$ cat config.mk
export PLATFORM = sky130hd
export DESIGN_NAME = instr_encoder
export DESIGN_NICKNAME = d
export VERILOG_FILES = /design/src/rtl/instr_encoder.sv
export SDC_FILE = /design/constraint.sdc
export NUM_CORES = 1
export LEC_CHECK = 0
export CAP_MARGIN = 20
export CORE_AREA = 2 2 110 112
export DETAILED_ROUTE_END_ITERATION = 8
export DIE_AREA = 0 0 112 114
export DONT_BUFFER_PORTS = 1
export PLACE_DENSITY = 0.84
export REMOVE_ABC_BUFFERS = 1
export SLEW_MARGIN = 25
export SYNTH_ARGS = -nofsm -noshare
export SYNTH_HDL_FRONTEND = slang
export SYNTH_SLANG_ARGS = --single-unit
$ cat constraint.sdc
create_clock -name clk -period 5.1 [get_ports clk]
set_input_delay 1.275 -clock clk [delete_from_list [all_inputs] [get_ports clk]]
set_output_delay 1.275 -clock clk [all_outputs]
set_load 0.1 [all_outputs]
$ cat src/rtl/instr_encoder.sv
// rtl/instr_encoder.sv - RV32I instruction encoder with buffered output FIFO
// Scatters decoded fields into a 32-bit word; illegal requests become NOPs flagged with out_err.
module instr_encoder #(
   parameter int DEPTH = 4,
   parameter int ERR_W = 16
) (
   input  logic                     clk,
   input  logic                     rst_n,
   input  logic                     flush,
   input  logic                     in_valid,
   output logic                     in_ready,
   input  logic [2:0]               in_fmt,
   input  logic [6:0]               in_opcode,
   input  logic [2:0]               in_funct3,
   input  logic [6:0]               in_funct7,
   input  logic [4:0]               in_rd,
   input  logic [4:0]               in_rs1,
   input  logic [4:0]               in_rs2,
   input  logic [31:0]              in_imm,
   output logic                     out_valid,
   input  logic                     out_ready,
   output logic [31:0]              out_instr,
   output logic                     out_err,
   output logic [ERR_W-1:0]         err_count,
   output logic [$clog2(DEPTH):0]   count
);

   localparam int AW = $clog2(DEPTH);
   localparam logic [31:0] NOP = 32'h0000_0013;
   localparam logic [AW:0] FULL = (AW+1)'(DEPTH);

   logic [31:0]   enc;
   logic          enc_err;
   logic          accept;
   logic          push;
   logic          pop;
   logic [AW-1:0] wr_ptr;
   logic [AW-1:0] rd_ptr;
   logic [31:0]   instr_mem [DEPTH];
   logic          err_mem   [DEPTH];

   // Range checks: the sign-extension bits above each field must all match.
   logic fits_12, fits_13, fits_21;
   assign fits_12 = (&in_imm[31:11]) || (~|in_imm[31:11]);
   assign fits_13 = (&in_imm[31:12]) || (~|in_imm[31:12]);
   assign fits_21 = (&in_imm[31:20]) || (~|in_imm[31:20]);

   always_comb begin
      enc     = NOP;
      enc_err = 1'b0;
      case (in_fmt)
         3'd0: enc = {in_funct7, in_rs2, in_rs1, in_funct3, in_rd, in_opcode};
         3'd1: begin
            enc     = {in_imm[11:0], in_rs1, in_funct3, in_rd, in_opcode};
            enc_err = !fits_12;
         end
         3'd2: begin
            enc     = {in_imm[11:5], in_rs2, in_rs1, in_funct3, in_imm[4:0], in_opcode};
            enc_err = !fits_12;
         end
         3'd3: begin
            enc     = {in_imm[12], in_imm[10:5], in_rs2, in_rs1, in_funct3,
                       in_imm[4:1], in_imm[11], in_opcode};
            enc_err = !fits_13 || in_imm[0];
         end
         3'd4: begin
            enc     = {in_imm[31:12], in_rd, in_opcode};
            enc_err = |in_imm[11:0];
         end
         3'd5: begin
            enc     = {in_imm[20], in_imm[10:1], in_imm[11], in_imm[19:12], in_rd, in_opcode};
            enc_err = !fits_21 || in_imm[0];
         end
         default: enc_err = 1'b1;
      endcase
      if (enc_err) enc = NOP;
   end

   assign in_ready  = (count < FULL);
   assign out_valid = (count != '0);
   assign accept    = in_valid && in_ready;
   assign push      = accept && !flush;
   assign pop       = out_valid && out_ready && !flush;
   assign out_instr = out_valid ? instr_mem[rd_ptr] : '0;
   assign out_err   = out_valid ? err_mem[rd_ptr] : 1'b0;

   always_ff @(posedge clk or negedge rst_n) begin
      if (!rst_n) begin
         wr_ptr    <= '0;
         rd_ptr    <= '0;
         count     <= '0;
         err_count <= '0;
         for (int i = 0; i < DEPTH; i++) begin
            instr_mem[i] <= '0;
            err_mem[i]   <= 1'b0;
         end
      end else begin
         // Errors are counted on acceptance, even when a flush discards the entry.
         if (accept && enc_err && (err_count != '1))
            err_count <= err_count + ERR_W'(1);
         if (flush) begin
            wr_ptr <= '0;
            rd_ptr <= '0;
            count  <= '0;
         end else begin
            if (push) begin
               instr_mem[wr_ptr] <= enc;
               err_mem[wr_ptr]   <= enc_err;
               wr_ptr            <= wr_ptr + AW'(1);
            end
            if (pop)
               rd_ptr <= rd_ptr + AW'(1);
            if (push && !pop)
               count <= count + (AW+1)'(1);
            else if (pop && !push)
               count <= count - (AW+1)'(1);
         end
      end
   end

endmodule

# Yosys cells after proc, flatten, opt, wreduce, memory -nomap -nowiden
# Cells that the tools add are included.
[totals]
out_inout_bits = 54
input_bits = 72
ff_bits = 155
[classes]
bitwise_logic = 3
n_lt_le_gt_ge = 4
n_addsub = 5
eq_ne = 6
muxes = 24
n_reduce_logical = 37
[ops]
columns = ["operator", "count"]
rows = [
  ["$pmux W32 S6", 1],
  ["$mux W32", 5],
  ["$bwmux W128", 1],
  ["$bmux W32 S2", 1],
  ["$demux W32 S2", 1],
  ["$reduce_or A12 Y1", 2],
  ["$reduce_and A21 Y1", 1],
  ["$reduce_or A21 Y1", 1],
  ["$reduce_and A20 Y1", 1],
  ["$reduce_or A20 Y1", 1],
  ["$add A16 B1 Y16 const B", 1],
  ["$ne A16 B16 Y1 const B", 1],
  ["$reduce_and A12 Y1", 1],
  ["$logic_and A1 B1 Y1", 9],
  ["$logic_not A1 Y1", 9],
  ["$mux W3", 3],
  ["$mux W2", 4],
  ["$eq A3 B2 Y1 const B", 2],
  ["$eq A3 B3 Y1 const B", 2],
  ["$ge A3 B3 Y1 const B", 2],
  ["$not A2 Y3", 2],
  ["$reduce_bool A3 Y1", 2],
  ["$logic_or A1 B1 Y1", 5],
  ["$pmux W1 S5", 1],
  ["other kinds (15)", 20],
]

# Longest topological paths before layout
[logic_depth]
depth_word = 8
ltp_mapped = 10
mapped_depth_nobuf = 10

# Least setup slack after synthesis
# OpenSTA, ideal clock, no wires.
[synth_path]
path_type = "flip-flop to output port"
startpoint = "register count[2]"
endpoint = "output port out_instr[22]"
t_arrival_ns = 3.951
path_slack_ns = -0.126
stages_incl_launch_ff = 5
required_ns = 3.825
path_cell_list = "dfrtp_1 > inv_1 > nand3_1 > clkbuf_1 > and2_1"
[synth_between]
elab_chain_len = 2
[synth_lines]
columns = ["item", "line_no", "rtl"]
rows = [
  ["start: declaration", "25", "output logic [$clog2(DEPTH):0] count"],
  ["start signal: assignment", "114", "count <= count + (AW+1)'(1);"],
  ["start signal: assignment", "116", "count <= count - (AW+1)'(1);"],
  ["$reduce_bool A3 Y1", "80", "assign out_valid = (count != '0);"],
  ["named net out_valid", "20", "output logic out_valid,"],
  ["$mux W32", "84", "assign out_instr = out_valid ? instr_mem[rd_ptr] : '0;"],
  ["end: declaration", "22", "output logic [31:0] out_instr,"],
]
# The timed path passes the listed nets, and every way through them passes these cells.

# Final worst setup path
[layout_path]
startpoint = "register count[2]"
endpoint = "output port out_instr[14]"
[layout_between]
elab_chain_len = 2
[layout_lines]
columns = ["item", "line_no"]
rows = [
  ["$reduce_bool A3 Y1", "80"],
  ["$mux W32", "84"],
]
# Every way passes these cells.

==> run metrics <==
nets=855; Design Area, Final=8640 sq um; row count=40; worst vdd ir=0.000442 V; post-CTS resize count=0; Iteration-0 DRC Markers=610; Port-buffer cells=0; most common cell after layout, fill and taps aside=dfrtp_1; leading area contributor after synthesis=dfrtp_1; Syn Inst Count=772; first-pass GRT wire length=32.6 mm; most frequent cells in the layout=dfrtp_1 (154), nand2_1 (150), o31ai_1 (52), o21ai_1 (52), buf_4 (47); P_leak=3.71 nW; dpl hpwl=13.1 mm; drt wl/cell=21.2 um; Syn. warnings=0; num ports=126; Cell variety after synth=52; final hold vios=0; fmax=249 MHz; Clock Tree Root=clkbuf_16; largest net degree at the start of global routing=156; Total GRT Usage=33.1%; flops & latches, synth=155; clock transition at the registers of the reported paths=60 ps; Relative slew margins=30.4%; share of cells above drive strength 1=17.5%; H-tree depth=4; clk_skew=6.05 ps; vias=6183; clock buffer depth=2; power density cells=499 nW/um^2; # DRC=0; ys flop type=dfrtp_1; Critical Path AT=2750 ps; Initial Utilization=66.8%; synthesis-to-finish area growth=10.5%; Hold Path Class=reg -> reg; Worst Tran Pin Value=1040 ps; CTS tree=done; Crit Path Category=reg -> out; run status=finished, final reports clean; Sink Count=155; Synth async-reset ratio=100%; CP Launch Type=flip-flop; Vias/cell=6.60; Die W=112 um; drt first pass iters=5; Final Wtd Congestion=0.853; Post-CTS Setup Bufs=0; full die area=12800 sq um; minimum clock period=4020 ps; CP Data Required Time=3830 ps; final setup fails=0; Hold Buf Count CTS=0; final WL=19.8 mm; max-cap violation count=0; total CTS buffers=17; EDFF count, synth=0; mapped cell area=7820 sq um; top-area cell type share of the netlist area=49.6%; CORE AREA=11700 sq um; peak fanout along the critical path=36; Placement Cell Area=8100 sq um; grt total ovfl=0; sequential-to-total area share from yosys stat=49.6%; Setup TNS=0 ps; Final ANT Viol Nets=0; later-pin clock latency in the skew report=420 ps; R2R Setup Slk=1600 ps; most area-consuming cells after synthesis=dfrtp_1 (50%), mux4_2 (9.5%), nand2_1 (7.4%); crit end category=primary output; syn_area_per_cell=10.1 sq um; Final period util=78.8%; Die Ht=114 um; RSZ-0062 raised after global routing=false; initial antenna violation count=1; vias in the first global route=6267; count of pins over their slew limit=0
[final cells by class]
type                    instances  area (sq um)
flip-flops and latches        155          3880
multi-input cells             546          3640
fillers                       810          3070
clock buffers                  29           531
repair buffers                 47           353
well taps                     147           184
inverters                      10          37.5
clock inverters                 1          5.00
diodes                          2          5.00
[where the power goes]
group | internal [W] | switching (W) | total, W
clock network | 0.000695 | 0.000459 | 0.00115
logic | 0.000427 | 0.000967 | 0.00139
registers | 0.00142 | 0.000350 | 0.00177
[stage by stage]
step                      std cells  total power (W)  utilization, %  worst slack, ps  hold WS, ps
after floorplan                 711          0.00285               -            -12.7          443
after global placement          905          0.00313            69.2             1440          454
after detailed placement        905          0.00318            69.2             1350          462
after CTS                       935          0.00433            73.7             1090          475
after global routing            936          0.00450            73.8              937          495
final                           937          0.00431            73.8             1080          475
[Yosys cell counts, types with 4 or more instances]
cell	instances
o21ai_0	29
buf_1	4
a22oi_1	21
nor4_1	9
o21ai_2	8
nor3_1	5
xor2_1	8
nand3_1	13
nand4_1	12
dfrtp_1	155
buf_2	11
inv_1	9
and2_1	34
ha_1	5
xnor2_1	12
nand2_2	13
clkbuf_1	42
nor2_1	22
o31ai_1	52
nor2b_1	13
mux4_2	33
nand2_1	154
o22ai_1	6
a21oi_1	16
o21ai_1	52
[path summary, 6_finish.rpt]
kind / start / depth (start not counted) / end
max: count[2] / 4 / out_instr[14]
min reg2reg: instr_mem[47] / 2 / instr_mem[47]
max in group asynchronous: rst_n / 0 / rd_ptr[0]
min: instr_mem[47] / 2 / instr_mem[47]
max reg2reg: count[2] / 7 / instr_mem[73]
min in group asynchronous: rst_n / 0 / instr_mem[105]
[layer usage]
| metal | GRT usage (%) | vias up | routed length (um) |
|---|---|---|---|
| li1 | - | 2772 | - |
| met1 | 41.0 | 3063 | 7430 |
| met2 | 52.3 | 299 | 9650 |
| met3 | 14.0 | 49 | 2200 |
| met4 | 13.4 | 0 | 564 |
| met5 | 0 | - | 0 |
[flip-flops by register name, indices dropped and copies added, names as in the netlist]
signal     cells
rd_ptr         2
err_count     16
instr_mem    128
wr_ptr         2
count          3
err_mem        4
[cells by family (layout without fill, tap and decap cells)]
group	count (synthesis)	count (layout)	share of synthesized area, %
buffers and inverters	71	87	3.97
other	0	2	0
xor gates and xnor gates	20	20	2.24
adders and majority gates	6	6	1.06
DFF	155	155	49.6
and+or+nand+nor	291	291	17.7
AOI/OAI and AO/OA	193	193	15.5
muxes	36	36	9.91
[worst max-delay path, stage by stage, from the launching register on]
cell     delay, ps
dfrtp_1       1000
inv_1          190
nand3_2        560
and2_1         260
buf_4          300
Note: power is estimated with default switching activity, not from simulation.
==> edit: new RTL, config.mk and constraints unchanged <==
Make the reset (`rst_n`) synchronous in one clocked block.
--- a/src/rtl/instr_encoder.sv
+++ b/src/rtl/instr_encoder.sv
@@ -86,3 +86,3 @@
 
-   always_ff @(posedge clk or negedge rst_n) begin
+   always_ff @(posedge clk) begin
       if (!rst_n) begin
Behaviour: differs if rst_n is asserted again (counterexample within 4 cycles, from zero or initial values and one cycle with rst_n low); with rst_n held inactive, the same outputs for 4 cycles.
==> edit against the original RTL <==
- synthesized area fell by 1.7%
- sequential cell count rose by 2
- final area fell by 2.0%
- critical path type unchanged
- setup slack improved by 0.061 ns
- global-route usage fell by 3.3 points
- synthesized cell count fell by 20%
- largest cell class unchanged
- routed wire length fell by 7.3%
Power is not compared: it rests on default switching activity, and its combinational part moved more than twofold at a synthesized area within 25%.
==> edit: results (changes against the original RTL) <==
metric	value	unit	change
met3 WL	1630	um	-26%
# diodes	0		-2
met3 Usage GRT	6.85	%	-7.2 points
RR Endpoint	err_count[3]$_SDFFE_PN0P_		
post-synth cell types	51		-1.9%
Seq/Total Area, Yosys	57.7	%	+8.1 points
Placement Setup Slack	1.05	ns	-0.294 ns
Commonest cells post-synth	edfxtp_1, nor2_1, and2_1		
CP arrival	2.69	ns	-0.06 ns
outcome	complete, no violations		
DP Area	7880	sq um	-2.7%
Post-Synth XOR/XNOR Area	1.25	%	-0.99 points
synth top area cells	edfxtp_1, mux4_2, dfxtp_1		
proportion of synthesized area in mux cells	11.9	%	+2.0 points
Post-DP HPWL	11800	um	-9.8%
first-pass GRT wire length	28700	um	-12%
antenna violations before repair	0		-1
prevailing post-synth register cell	edfxtp_1		
slowest CP cell	dfxtp_2		
period utilisation layout	77.7	%	-1.2 points
GPL Wtd Cong	0.890		+4.4%
drt wl/cell	23.4	um	+11%
routed wire length	18400	um	-7.3%
layout net count	700		-18%
GRT Total Usage	29.8	%	-3.3 points
1st-iter DRT viols	648		+6.2%
vias in the first global route	5280		-16%
-- edit: cell types whose count changed after synthesis, sizes merged, moves of 17 or more --
cell	unedited run	this run
clkbuf	42	25
dfrtp	155	0
nor2	22	142
dfxtp	0	28
o31ai	52	0
edfxtp	0	129
o21ai	89	11
nand2	169	24
-- edit: cells by family after synthesis --
family,Yosys count
mux,50
fa+ha+maj,3
flops,157
buf+inv,52
simple gates,277
xor+xnor,11
compound gates,70
-- edit: final cells by class --
cell class | count | area [sq um] | area share, %
Clock buffer | 23 | 479 | 5.66
Clock inverter | 9 | 105 | 1.24
Inverter | 11 | 41.3 | 0.488
Multi-Input combinational cell | 411 | 3020 | 35.6
Sequential cell | 157 | 4440 | 52.4
Tap cell | 147 | 184 | 2.17
Timing Repair Buffer | 27 | 203 | 2.39
-- edit: report_power, final --
group          leakage, uW  switching (uW)  internal (uW)
clock             0.000290             505            765
combinational      0.00118             242           76.5
sequential         0.00156            31.3           1430
total              0.00303             779           2280
